$ cat src/rtl/fwd_pkg.sv
// Shared types and helpers for the forwarding/hazard scoreboard.
// FWD_FLOAT_EN selects whether the FP register-file bit takes part in tag matching.
package fwd_pkg;

    localparam int REG_W     = 5;
    localparam int MAX_DEPTH = 7;
    localparam int CNT_W     = 3;

`ifdef FWD_FLOAT_EN
    localparam bit FP_EN = 1'b1;
`else
    localparam bit FP_EN = 1'b0;
`endif

    typedef struct packed {
        logic             valid;
        logic             fp;
        logic [REG_W-1:0] rd;
        logic [CNT_W-1:0] cnt;
    } slot_t;

    // Returns (lowest set index + 1), or 0 when nothing hits; slot 0 is the youngest.
    function automatic logic [CNT_W-1:0] youngest_hit(input logic [MAX_DEPTH-1:0] hits);
        youngest_hit = '0;
        for (int i = MAX_DEPTH - 1; i >= 0; i--) begin
            if (hits[i]) youngest_hit = CNT_W'(i + 1);
        end
    endfunction

endpackage

$ cat src/rtl/fwd_match.sv
// Purpose: per-operand youngest-writer match producing a bypass select and a pending flag.
// Latency: purely combinational from slot state and source inputs.
// Backpressure: none; pending feeds the ID stall request in the top.
module fwd_match
    import fwd_pkg::*;
#(
    parameter int DEPTH = 3,
    parameter int SELW  = $clog2(DEPTH + 1)
) (
    input  slot_t [DEPTH-1:0] slots,
    input  logic [REG_W-1:0]  src_reg,
    input  logic              src_fp,
    input  logic              src_used,
    output logic [SELW-1:0]   sel,
    output logic              pending
);

    logic [MAX_DEPTH-1:0] hits;
    logic [CNT_W-1:0]     idx;
    logic [CNT_W-1:0]     ycnt;
    logic                 src_fp_eff;

    assign src_fp_eff = src_fp & FP_EN;

    always_comb begin
        hits = '0;
        for (int k = 0; k < DEPTH; k++) begin
            hits[k] = src_used && slots[k].valid &&
                      (slots[k].fp == src_fp_eff) && (slots[k].rd == src_reg);
        end
    end

    assign idx = youngest_hit(hits);

    // Remaining latency of the youngest matching writer; older matches are shadowed.
    always_comb begin
        ycnt = '0;
        for (int k = 0; k < DEPTH; k++) begin
            if (idx == CNT_W'(k + 1)) ycnt = slots[k].cnt;
        end
    end

    assign pending = (idx != '0) && (ycnt != '0);
    assign sel     = ((idx != '0) && (ycnt == '0)) ? SELW'(idx) : '0;

endmodule

$ cat src/rtl/fwd_scoreboard.sv
// Purpose: DEPTH-stage writer tracker driving per-source bypass selects and an ID stall (FWD_FLOAT_EN adds FP tags).
// Latency: selects/hazard combinational from state; state and stall_cnt update on the clk edge.
// Backpressure: hazard requests an ID stall; advance=0 freezes all slots, flush empties them.
module fwd_scoreboard
    import fwd_pkg::*;
#(
    parameter  int DEPTH = 3,
    parameter  int NSRC  = 3,
    localparam int SELW  = $clog2(DEPTH + 1)
) (
    input  logic                   clk,
    input  logic                   rst,
    input  logic                   advance,
    input  logic                   flush,
    input  logic                   issue_valid,
    input  logic [REG_W-1:0]       issue_rd,
    input  logic                   issue_rd_fp,
    input  logic                   issue_wb,
    input  logic [SELW-1:0]        issue_lat,
    input  logic [NSRC*REG_W-1:0]  src_reg,
    input  logic [NSRC-1:0]        src_fp,
    input  logic [NSRC-1:0]        src_used,
    output logic [NSRC*SELW-1:0]   fwd_sel,
    output logic                   hazard,
    output logic [31:0]            stall_cnt
);

    slot_t [DEPTH-1:0] slots;
    slot_t [DEPTH-1:0] shifted;
    slot_t             new_slot;
    logic [NSRC-1:0]   pending;
    logic              issue_fp_eff;
    logic [CNT_W-1:0]  lat_clamp;

    assign issue_fp_eff = issue_rd_fp & FP_EN;
    assign lat_clamp    = (int'(issue_lat) > DEPTH - 1) ? CNT_W'(DEPTH - 1) : CNT_W'(issue_lat);

    // Integer x0 is never marked valid, so it can never be matched.
    always_comb begin
        new_slot       = '0;
        new_slot.valid = issue_valid && issue_wb && (issue_fp_eff || (issue_rd != '0));
        new_slot.fp    = issue_fp_eff;
        new_slot.rd    = issue_rd;
        new_slot.cnt   = lat_clamp;
    end

    always_comb begin
        shifted    = '0;
        shifted[0] = new_slot;
        for (int k = 1; k < DEPTH; k++) begin
            shifted[k] = slots[k-1];
            if (slots[k-1].cnt != '0) shifted[k].cnt = slots[k-1].cnt - 1'b1;
        end
    end

    always_ff @(posedge clk) begin
        if (rst) begin
            slots     <= '0;
            stall_cnt <= '0;
        end else begin
            if (hazard && (stall_cnt != 32'hFFFF_FFFF)) stall_cnt <= stall_cnt + 32'd1;
            if (flush) begin
                slots <= '0;
            end else if (advance) begin
                slots <= shifted;
            end
        end
    end

    for (genvar i = 0; i < NSRC; i++) begin : g_src
        fwd_match #(
            .DEPTH (DEPTH),
            .SELW  (SELW)
        ) u_match (
            .slots    (slots),
            .src_reg  (src_reg[REG_W*i +: REG_W]),
            .src_fp   (src_fp[i]),
            .src_used (src_used[i]),
            .sel      (fwd_sel[SELW*i +: SELW]),
            .pending  (pending[i])
        );
    end

    assign hazard = |pending;

endmodule
$ cat config.mk
export PLATFORM = sky130hd
export DESIGN_NAME = fwd_scoreboard
export DESIGN_NICKNAME = d
export VERILOG_FILES = /design/src/rtl/fwd_pkg.sv /design/src/rtl/fwd_match.sv /design/src/rtl/fwd_scoreboard.sv
export SDC_FILE = /design/constraint.sdc
export NUM_CORES = 1
export LEC_CHECK = 0
export CAP_MARGIN = 25
export CORE_MARGIN = 10
export CORE_UTILIZATION = 40
export CTS_CLUSTER_DIAMETER = 80
export DETAILED_ROUTE_END_ITERATION = 8
export PLACE_DENSITY = 0.67
export SLEW_MARGIN = 20
export SYNTH_ARGS = -nofsm -noshare
export SYNTH_HDL_FRONTEND = slang
export SYNTH_HIERARCHICAL = 1
export SYNTH_SLANG_ARGS = --single-unit
$ cat constraint.sdc
create_clock -name clk -period 9.4 [get_ports clk]
set_input_delay 2.35 -clock clk [delete_from_list [all_inputs] [get_ports clk]]
set_output_delay 2.35 -clock clk [all_outputs]
set_load 0.05 [all_outputs]
==> flow_metrics.tcl <==
set metrics [dict create \
    ios 74 \
    cp-start-kind "primary input" \
    regToRegStartpoint "shifted[13]$_SDFFE_PP0P_" \
    drtAntennaViolNets 0 \
    clock_latency_ns 0.33 \
    rows 34 \
    yosysUniqueCellTypes 55 \
    max_stage_delay_ns 0.78 \
    drv_slew 0 \
    die_area_um2 13000 \
    grt_max_degree 45 \
    rsz0062_at_grt "false" \
    pwr_density_cell_nw_per_um2 127 \
    r2r_cells 11 \
    die_x_um 114 \
    arrival_ns 5.46 \
    start_util_pct 40.9 \
    mostFrequentLayoutCell "clkdlybuf4s50_1" \
    first_pass_iters 4 \
    cts_root_buf "clkbuf_8" \
    cts.clk_slew.worst_paths_ns 0.07 \
    outcome "complete, no violations" \
    final_cells 597 \
    post-dp-hpwl_um 6840 \
    setup_tns_ns 0 \
    skew_ns 0.0121 \
    syn_inst 404 \
    wire_per_inst_um 15.2 \
    cp_num_cells 9 \
    peakVddDrop_mv 0.0736 \
    htree_levels 3 \
    io_buffers 69 \
    worstPathMaxFanout 17 \
    cts_tree "built" \
    routed_wl_um 9050 \
    crit_end "hazard" \
    die_h_um 114 \
    slew_headroom_pct 63.0 \
    num_antenna_cells 0 \
    dp.cells 581 \
    place.gp.congestion 0.868 \
    antenna_found_initial 0 \
    hold_viol 0 \
    worstPathRequired_ns 7.05 \
    yosysWarnings 6 \
    drtIter0Drc 113 \
    path_class "primary input to primary output" \
    crit_chain "clkdlybuf4s50_1 -> xnor2_1 -> nand4_1 -> nor4_4 -> a22oi_1 -> nor3_2 -> buf_4 -> clkinv_1 -> clkdlybuf4s50_1" \
    async_flop_share_pct 0 \
    cp_top_family "buffers and inverters" \
    avgSynthCellArea_um2 8.74 \
    cts_max_path_buffers 2 \
    first_global_vias 3174 \
    setup_viol_count_final 0 \
    whs_ns 0.505 \
    endpoint_kind "primary output" \
    maxCapViolCount 0 \
    min_path_cells 2 \
    cts_setup_buffers 0 \
    timing.fmax_mhz 128 \
    min_period_over_period_pct 83.1 \
    reg2reg_to "stall_cnt[28]$_SDFFE_PP0P_" \
    r2r_slack_ns 6.04 \
    slowest_stage "clkdlybuf4s50_1" \
    cts-resized-gates 0 \
    crit_start "src_reg[5]" \
    dominantRegCellSynth "dfxtp_1" \
    fin_crit_ns 7.81 \
    cp_num_buf_inv 4 \
    ys_seq_area_share_pct 32.9 \
    ys_seq_elements 58 \
    postPlaceCellArea_um2 4350 \
    power.total_w 0.000587 \
    drc 0 \
    fin_area_um2 4610 \
    drive_gt1_share_pct 9.82 \
    numCtsBuffers 9 \
    layout_common_cells "clkdlybuf4s50_1 (69), dfxtp_1 (58), nor2_1 (33)" \
    tightest_slew_ns 0.552 \
    synth_edf_count 0 \
    syn_area_um2 3530 \
    grt-ovfl-total 0 \
    layout.nets 523 \
    grt_pass1_wl_um 15200 \
    synth_area_leader_cell "dfxtp_1" \
    synthToLayoutAreaGrowth_pct 30.5 \
    grtUsageTotal_pct 14.0 \
    vias_per_cell 5.37 \
    hold_class "flip-flop to flip-flop" \
    cts.sinks 58 \
    core_um2 8640 \
    crit_top_cell "clkdlybuf4s50_1" \
    hold_buffers 0 \
    yosysTopAreaCellShare_pct 32.9 \
    via_count 3208 \
    synth.top_cells.by_area "dfxtp_1 (33%), xnor2_1 (6.9%), mux2i_1 (6.0%)" \
    cellLeakagePower_nw 1.53 \
]
## where the power goes
group	leakage (nW)	internal, W	switching, W
Combinational	0.942	0.0000237	0.0000227
Clock	0.123	0.000191	0.0000999
Sequential	0.468	0.000247	0.00000243
## state kept, by name, summed over array words and instances, names as in the netlist
signal	flops
shifted	12
slots	14
stall_cnt	32
## area by class of cell
cell class	instances	area [um^2]
Fill cell	849	4030
Multi-Input combinational cell	336	2310
Sequential cell	58	1160
Timing Repair Buffer	73	721
Clock buffer	12	155
Tap cell	108	135
Clock inverter	4	97.6
Inverter	6	22.5
## tightest hold or removal path, cell delays in order (launching register included)
cell and delay, ns:
dfxtp_1 0.33, o31ai_1 0.07, a21oi_1 0.06
## routing by layer
metal,up-vias,track usage [%],wire [um],share of wire [%]
met3,10,5.62,678,7.5
met2,72,22.8,4330,48
li1,1622,-,-,-
met5,-,0,0,0
met1,1504,16.6,3960,44
met4,0,3.51,82,0.91
## cell usage after synthesis, types with 4 or more instances
cell	instances
o21ai_0	16
dfxtp_1	58
mux2i_1	21
inv_1	5
o31ai_1	12
clkbuf_1	8
xnor2_1	28
nor4_2	7
xor2_1	19
or3_1	12
ha_1	4
nand3_1	12
a21oi_1	30
nand4_1	13
nand2_1	27
nand2b_1	6
nor3_1	17
nand3b_1	5
nor2b_1	7
or4_1	13
nor2_1	33
## logic make-up (layout without fill, tap and decap cells)
group                      count (synthesis)  in the layout  share of synthesized area [%]
muxes                                     25             25                           7.55
and+or+nand+nor                          173            173                           30.4
AOI/OAI and AO/OA                         75             75                           13.1
buffers and inverters                     21             95                           2.87
other                                      1             12                          0.106
DFF                                       58             58                           32.9
xor gates and xnor gates                  47             47                           11.7
adders and majority gates                  4              4                           1.42
## through the flow
step           setup WS (ns)  utilization [%]
2_1_floorplan           2.75                -
3_3_place_gp            1.66             50.4
3_5_place_dp            1.62             50.4
4_1_cts                 1.59             53.3
5_1_grt                 1.42             53.3
6_report                1.59             53.3
## worst min-delay path by stage
stage | slack, ns | start | to
floorplan | 0.48 | slots[12]$_SDFFE_PP0P_ | slots[12]$_SDFFE_PP0P_
detailed placement | 0.50 | stall_cnt[28]$_SDFFE_PP0P_ | stall_cnt[28]$_SDFFE_PP0P_
global placement | 0.48 | stall_cnt[28]$_SDFFE_PP0P_ | stall_cnt[28]$_SDFFE_PP0P_
finish | 0.51 | stall_cnt[28]$_SDFFE_PP0P_ | stall_cnt[28]$_SDFFE_PP0P_
CTS | 0.51 | stall_cnt[28]$_SDFFE_PP0P_ | stall_cnt[28]$_SDFFE_PP0P_
global route | 0.53 | stall_cnt[29]$_SDFFE_PP0P_ | stall_cnt[29]$_SDFFE_PP0P_
(Power assumes the default switching activity.)
